### src/rtl/serial_subtractor.sv
// serial_subtractor: bit-serial a - b, LSB first, one full-subtractor cell plus a borrow flop.
// Define SIGNED_OVF_EN to add the signed-overflow output.
module serial_subtractor #(
  parameter int WIDTH = 8
) (
  input  logic             clk,
  input  logic             rst,
  input  logic             start,
  input  logic [WIDTH-1:0] a,
  input  logic [WIDTH-1:0] b,
  output logic             busy,
  output logic             done,
  output logic [WIDTH-1:0] diff,
  output logic             borrow_out
`ifdef SIGNED_OVF_EN
  ,
  output logic             overflow
`endif
);
  localparam int CW = $clog2(WIDTH);
  typedef enum logic [1:0] {IDLE, SHIFT, DONE} state_t;
  state_t r_state, w_next;
  logic [WIDTH-1:0] r_a, r_b, r_diff;
  logic [CW-1:0] r_cnt;
  logic r_bor, r_borrow_out;
  logic w_ai, w_bi, w_d, w_bor_next, w_last, w_accept;
  assign w_ai       = r_a[0];
  assign w_bi       = r_b[0];
  assign w_d        = w_ai ^ w_bi ^ r_bor;
  assign w_bor_next = (~w_ai & w_bi) | (~(w_ai ^ w_bi) & r_bor);
  assign w_last     = r_cnt == CW'(WIDTH - 1);
  assign w_accept   = (r_state == IDLE) && start;
  assign busy       = r_state != IDLE;
  assign done       = r_state == DONE;
  assign diff       = r_diff;
  assign borrow_out = r_borrow_out;
  always_ff @(posedge clk or posedge rst) begin
    if (rst) r_state <= IDLE;
    else     r_state <= w_next;
  end
  always_comb begin
    w_next = r_state;
    w_next = (r_state == IDLE)  ? (start ? SHIFT : IDLE) :
             (r_state == SHIFT) ? (w_last ? DONE : SHIFT) : IDLE;
  end
  always_ff @(posedge clk or posedge rst) begin
    if (rst) begin
      r_a          <= '0;
      r_b          <= '0;
      r_diff       <= '0;
      r_cnt        <= '0;
      r_bor        <= 1'b0;
      r_borrow_out <= 1'b0;
    end else if (w_accept) begin
      r_a   <= a;
      r_b   <= b;
      r_bor <= 1'b0;
      r_cnt <= '0;
    end else if (r_state == SHIFT) begin
      r_a    <= r_a >> 1;
      r_b    <= r_b >> 1;
      r_bor  <= w_bor_next;
      r_diff <= {w_d, r_diff[WIDTH-1:1]};
      r_cnt  <= r_cnt + 1'b1;
      if (w_last) r_borrow_out <= w_bor_next;
    end
  end
`ifdef SIGNED_OVF_EN
  // On the last bit the shift registers expose the captured operand MSBs and w_d is the result MSB.
  logic r_ovf;
  assign overflow = r_ovf;
  always_ff @(posedge clk or posedge rst) begin
    if (rst)                             r_ovf <= 1'b0;
    else if (r_state == SHIFT && w_last) r_ovf <= (w_ai != w_bi) && (w_d != w_ai);
  end
`endif
endmodule

### config.mk
export PLATFORM = sky130hd
export DESIGN_NAME = serial_subtractor
export DESIGN_NICKNAME = d
export VERILOG_FILES = /design/src/rtl/serial_subtractor.sv
export SDC_FILE = /design/constraint.sdc
export NUM_CORES = 1
export LEC_CHECK = 0
export ABC_AREA = 1
export CAP_MARGIN = 20
export CORE_MARGIN = 1.5
export CORE_UTILIZATION = 40
export DETAILED_ROUTE_END_ITERATION = 10
export GPL_TIMING_DRIVEN = 0
export PLACE_DENSITY = 0.68
export SYNTH_ARGS = -nofsm -noshare
export SYNTH_HDL_FRONTEND = slang
export SYNTH_SLANG_ARGS = --single-unit
### constraint.sdc
create_clock -name clk -period 1.1 [get_ports clk]
set_clock_uncertainty 0.1 [all_clocks]
set_input_delay 0.22 -clock clk [delete_from_list [all_inputs] [get_ports clk]]
set_output_delay 0.22 -clock clk [all_outputs]
set_load 0.01 [all_outputs]
==> Yosys cells after proc, flatten, opt, wreduce, memory -nomap -nowiden <==
Index checks and enable logic that the tools add are counted.
{ "word_totals": {"register_bits": 31, "ramBits": 0, "rom_bits": 0, "wordCells": 37, "output_inout_bits": 11, "mem_count": 0, "latchBits": 0} }
{ "op_classes": {"mux": 12, "n_div": 0, "bitwise_logic": 8, "reduce_logical": 6, "n_addsub": 1, "n_lt_le_gt_ge": 0, "shift": 0, "n_eq_ne": 3, "mul": 0} }
{ "op_table": {"columns": ["op", "n"], "rows": [
  ["$mux W8", 4],
  ["$mux W2", 3],
  ["$mux W3", 2],
  ["$reduce_bool A2 Y1", 2],
  ["$add A3 B1 Y3 const B", 1],
  ["$eq A3 B3 Y1 const B", 1],
  ["$mux W1", 3],
  ["$not A1 Y1", 3],
  ["$reduce_and A3 Y1", 1],
  ["$and A1 B1 Y1", 2],
  ["$eq A2 B1 Y1 const B", 1],
  ["$eq A2 B2 Y1 const B", 1],
  ["$logic_not A2 Y1", 1],
  ["$reduce_and A2 Y1", 1],
  ["$xor A1 B1 Y1", 2],
  ["$logic_and A1 B1 Y1", 1],
  ["$or A1 B1 Y1", 1]
]} }

==> Longest topological paths before layout <==
{ "depth": {"word_depth": 6, "mapped_depth": 6} }

==> Least setup slack after synthesis <==
Ideal clock, no wire load.
{ "synth_path": {"path_kind": "reg-to-reg", "from": "register r_a[0]", "to": "register r_diff[7] (netlist: diff[7])", "arrival_ns": 0.999, "required_time_ns": 0.924, "setup_ns": 0.076, "path_stages_with_launch": 4, "setup_slack_ns": -0.076, "n_path_buf": 0, "path_cell_list": "dfrtp_1 > fa_1 > nand2_1 > o21ai_1"} }
{ "synth_via": {"elab_chain_cells": 2} }
{ "synth_lines": {"columns": ["element", "line", "text"], "rows": [
  ["start, declared", "23", "logic [WIDTH-1:0] r_a, r_b, r_diff;"],
  ["start signal, assigned", "60", "r_a <= r_a >> 1;"],
  ["$xor A1 B1 Y1 (2 in a row)", "29", "assign w_d = w_ai ^ w_bi ^ r_bor;"],
  ["via w_d", "26", "logic w_ai, w_bi, w_d, w_bor_next, w_last, w_accept;"],
  ["end signal, assigned", "63", "r_diff <= {w_d, r_diff[WIDTH-1:1]};"],
  ["end, declared", "23", null]
]} }
The timed path passes the listed nets, and every way through them passes these cells.
A chain may end at the register's enable or synchronous reset.

==> Worst setup path after layout <==
{ "layout_path": {"from": "register r_state[0]", "to": "output busy"} }
{ "layout_via": {"elab_chain_cells": 1} }
{ "layout_lines": {"columns": ["element", "line", "text"], "rows": [
  ["start, declared", "22", "state_t r_state, w_next;"],
  ["start signal, assigned", "39", "else r_state <= w_next;"],
  ["$reduce_bool A2 Y1", "33", "assign busy = r_state != IDLE;"],
  ["end, declared", "11", "output logic busy,"]
]} }
No other way between the ends.

==> results.json <==
{
  "place_congestion": 0.766,
  "finalHoldViolCount": 0,
  "num_rows": 21,
  "rsz0062_at_grt": "yes",
  "grt_pass1_wl_mm": 5.10,
  "antenna_found_initial": 0,
  "setup_ws_ps": -372,
  "period_share_pct": 134,
  "cts_tree": "done",
  "p_leak_nw": 1.00,
  "min_path_type": "in -> async",
  "gr-total-overflow": 0,
  "maxCapViolations": 0,
  "num_vias": 1193,
  "track_usage_pct": 19.1,
  "synth_area_per_cell_um2": 8.96,
  "initial_core_util_pct": 41.7,
  "cpPeakStageDelay_ps": 430,
  "grt_pass1_vias": 1137,
  "crit_path_end_kind": "output pin",
  "ys_ff_latch": 31,
  "io_pins": 30,
  "powerDensity_nw_per_um2": 2670,
  "cts-root-buf": "clkbuf_4",
  "fp.dieH_um": 61.7,
  "drc": 0,
  "insertion_delay_ps": 330,
  "fmax_ghz": 0.679,
  "yosysMostFrequentCell": "nand2_1",
  "synth_top_cell_by_area": "dfrtp_1",
  "cp_top_family": "flip-flops",
  "start_kind": "register",
  "seq_area_frac_synth_pct": 56.2,
  "n_fill_cell": 293,
  "crit_top_cell": "buf_6",
  "drtPass1Iterations": 4,
  "synth.cells.most_frequent": "nand2_1, dfrtp_1, nand3_1, nand2_2, o21ai_1",
  "yosys-top-cells-area": "dfrtp_1, nand2_1, nand3_1",
  "synth_area_um2": 1380,
  "yosys_warnings": 0,
  "io_buffers": 28,
  "crit_path_top_delay_cell": "dfrtp_2",
  "synth_fp_nets": 176,
  "cts_buffer_depth": 2,
  "synth.distinct_cells": 14,
  "async_flop_share_pct": 100,
  "htree_levels": 2,
  "worst_slew_margin_rel_pct": 73.6,
  "drv_slew": 0,
  "ant_nets": 0,
  "critPathBufInv": 3,
  "rr_startpoint": "r_state[0]",
  "run_status": "finished with violations",
  "synth-main-ff-cell": "dfrtp_1",
  "dpl.cell_count": 229,
  "final_util_pct": 60.8,
  "path_class": "reg -> out",
  "finalSetupViolCount": 42,
  "pre_cts_ws_ps": -562,
  "dieWidth_um": 61.7,
  "coreArea_um2": 3310,
  "clk_pin_slew_ps": 100,
  "cp-startpoint": "r_state[0]",
  "dpl.hpwl_mm": 2.03,
  "cp_cell_sequence": "nor2_4, buf_6, inv_4, buf_6",
  "routed_wl_mm": 3.23,
  "cp_data_required_time_ps": 780,
  "period_needed_ps": 1470,
  "post_drt_wl_per_cell_um": 12.7,
  "area_delta_synth_final_pct": 45.8,
  "power.total_mw": 5.37,
  "failed_checks": "setup timing",
  "ctsHoldBuffers": 0,
  "diodes": 0,
  "cp.arrival_ps": 1150,
  "drtIter0Drc": 91,
  "yosys.area.top_type_share_pct": 56.2,
  "nets": 230,
  "worst_pin_slew_ps": 396,
  "dieArea_um2": 3810,
  "drive_gt1_share_pct": 33.0,
  "clkSinkCount": 31,
  "grt_max_degree": 25,
  "cts_buffers": 5,
  "synth-edff-count": 0,
  "cp_max_fo": 2,
  "stdcell_count": 255,
  "synth_cells": 154,
  "peakVddDrop_mv": 1.23,
  "via_per_inst": 4.68
}
==> area by class of cell <==
cell class	count	area, um^2	area share (%)
clock buffers	8	68.8	3.42
flip-flops and latches	31	777	38.6
repair buffers	47	433	21.5
inverters	10	42.5	2.11
plain buffers	8	81.3	4.04
multi-input cells	105	552	27.4
well taps	46	57.6	2.86
==> final timing paths <==
check	slack, ps	cells after the start	endpoint
worst max register to register	-230	6	r_a[3]
max in group asynchronous	380	3	r_b[5]
worst min-delay path	60	2	diff[1]
min in group clk	170	3	r_a[4]
worst max-delay path	-370	4	busy
worst min register to register	390	2	r_a[7]
==> sequential cells by signal (all words and copies together), names as in the netlist <==
register / cells
borrow_out: 1
diff: 8
r_a: 8
r_b: 8
r_bor: 1
r_cnt: 3
r_state: 2
==> repair_timing <==
action | 4_1_cts | 5_1_grt
pin swaps | 3 | 1
cloned | 4 | 0
resized for setup | 66 | 2
endpoints found under the setup margin | 41 | 42
setup buffers | 12 | 2
==> routing by layer <==
metal	share of wire, %	routed length (um)	track usage (%)
met5	0	0	0
met4	2.4	78	10.6
met3	3.4	109	3.73
met2	47	1530	29.8
met1	47	1510	25.0
==> cell usage in the layout, fill, tap and decap left out, types with 2 or more instances in the layout <==
master	n
clkdlybuf4s50_1	17
nand2_1	49
inv_4	2
clkbuf_8	2
buf_2	11
clkbuf_4	5
o21ai_1	7
buf_4	15
nand3_1	30
dfrtp_1	30
nand2_2	10
buf_6	9
inv_1	5
inv_2	3
==> report_power, final <==
part / switching (mW) / total [mW] / internal, mW / leakage (nW)
combinational: 1.30 / 2.70 / 1.40 / 0.567
sequential: 0.306 / 1.92 / 1.62 / 0.395
clock: 0.368 / 0.744 / 0.376 / 0.0386
==> worst reg2reg max path, delay by kind of cell, from the launching register on <==
family	cells	cell delay (ps)
AND/OR/NAND/NOR	3	190
flip-flops	1	430
buffers and inverters	3	490
==> stage by stage <==
stage | hold WS (ps) | area, um^2 | setup TNS [ps]
CTS | 61.0 | 1990 | -6170
global placement | 354 | 1730 | -21450
floorplan | 224 | 1390 | -85.0
finish | 61.3 | 2010 | -6270
global route | 99.3 | 2010 | -8260
detailed placement | 373 | 1760 | -3390
==> cell families after synthesis <==
group	after synthesis	share of synthesized area, %
adder cells (fa/ha/maj)	3	3.26
flip-flops	31	56.2
buffers and inverters	18	6.71
AO/OA/AOI/OAI	9	3.26
AND/OR/NAND/NOR	93	30.6
(Power assumes the default switching activity.)
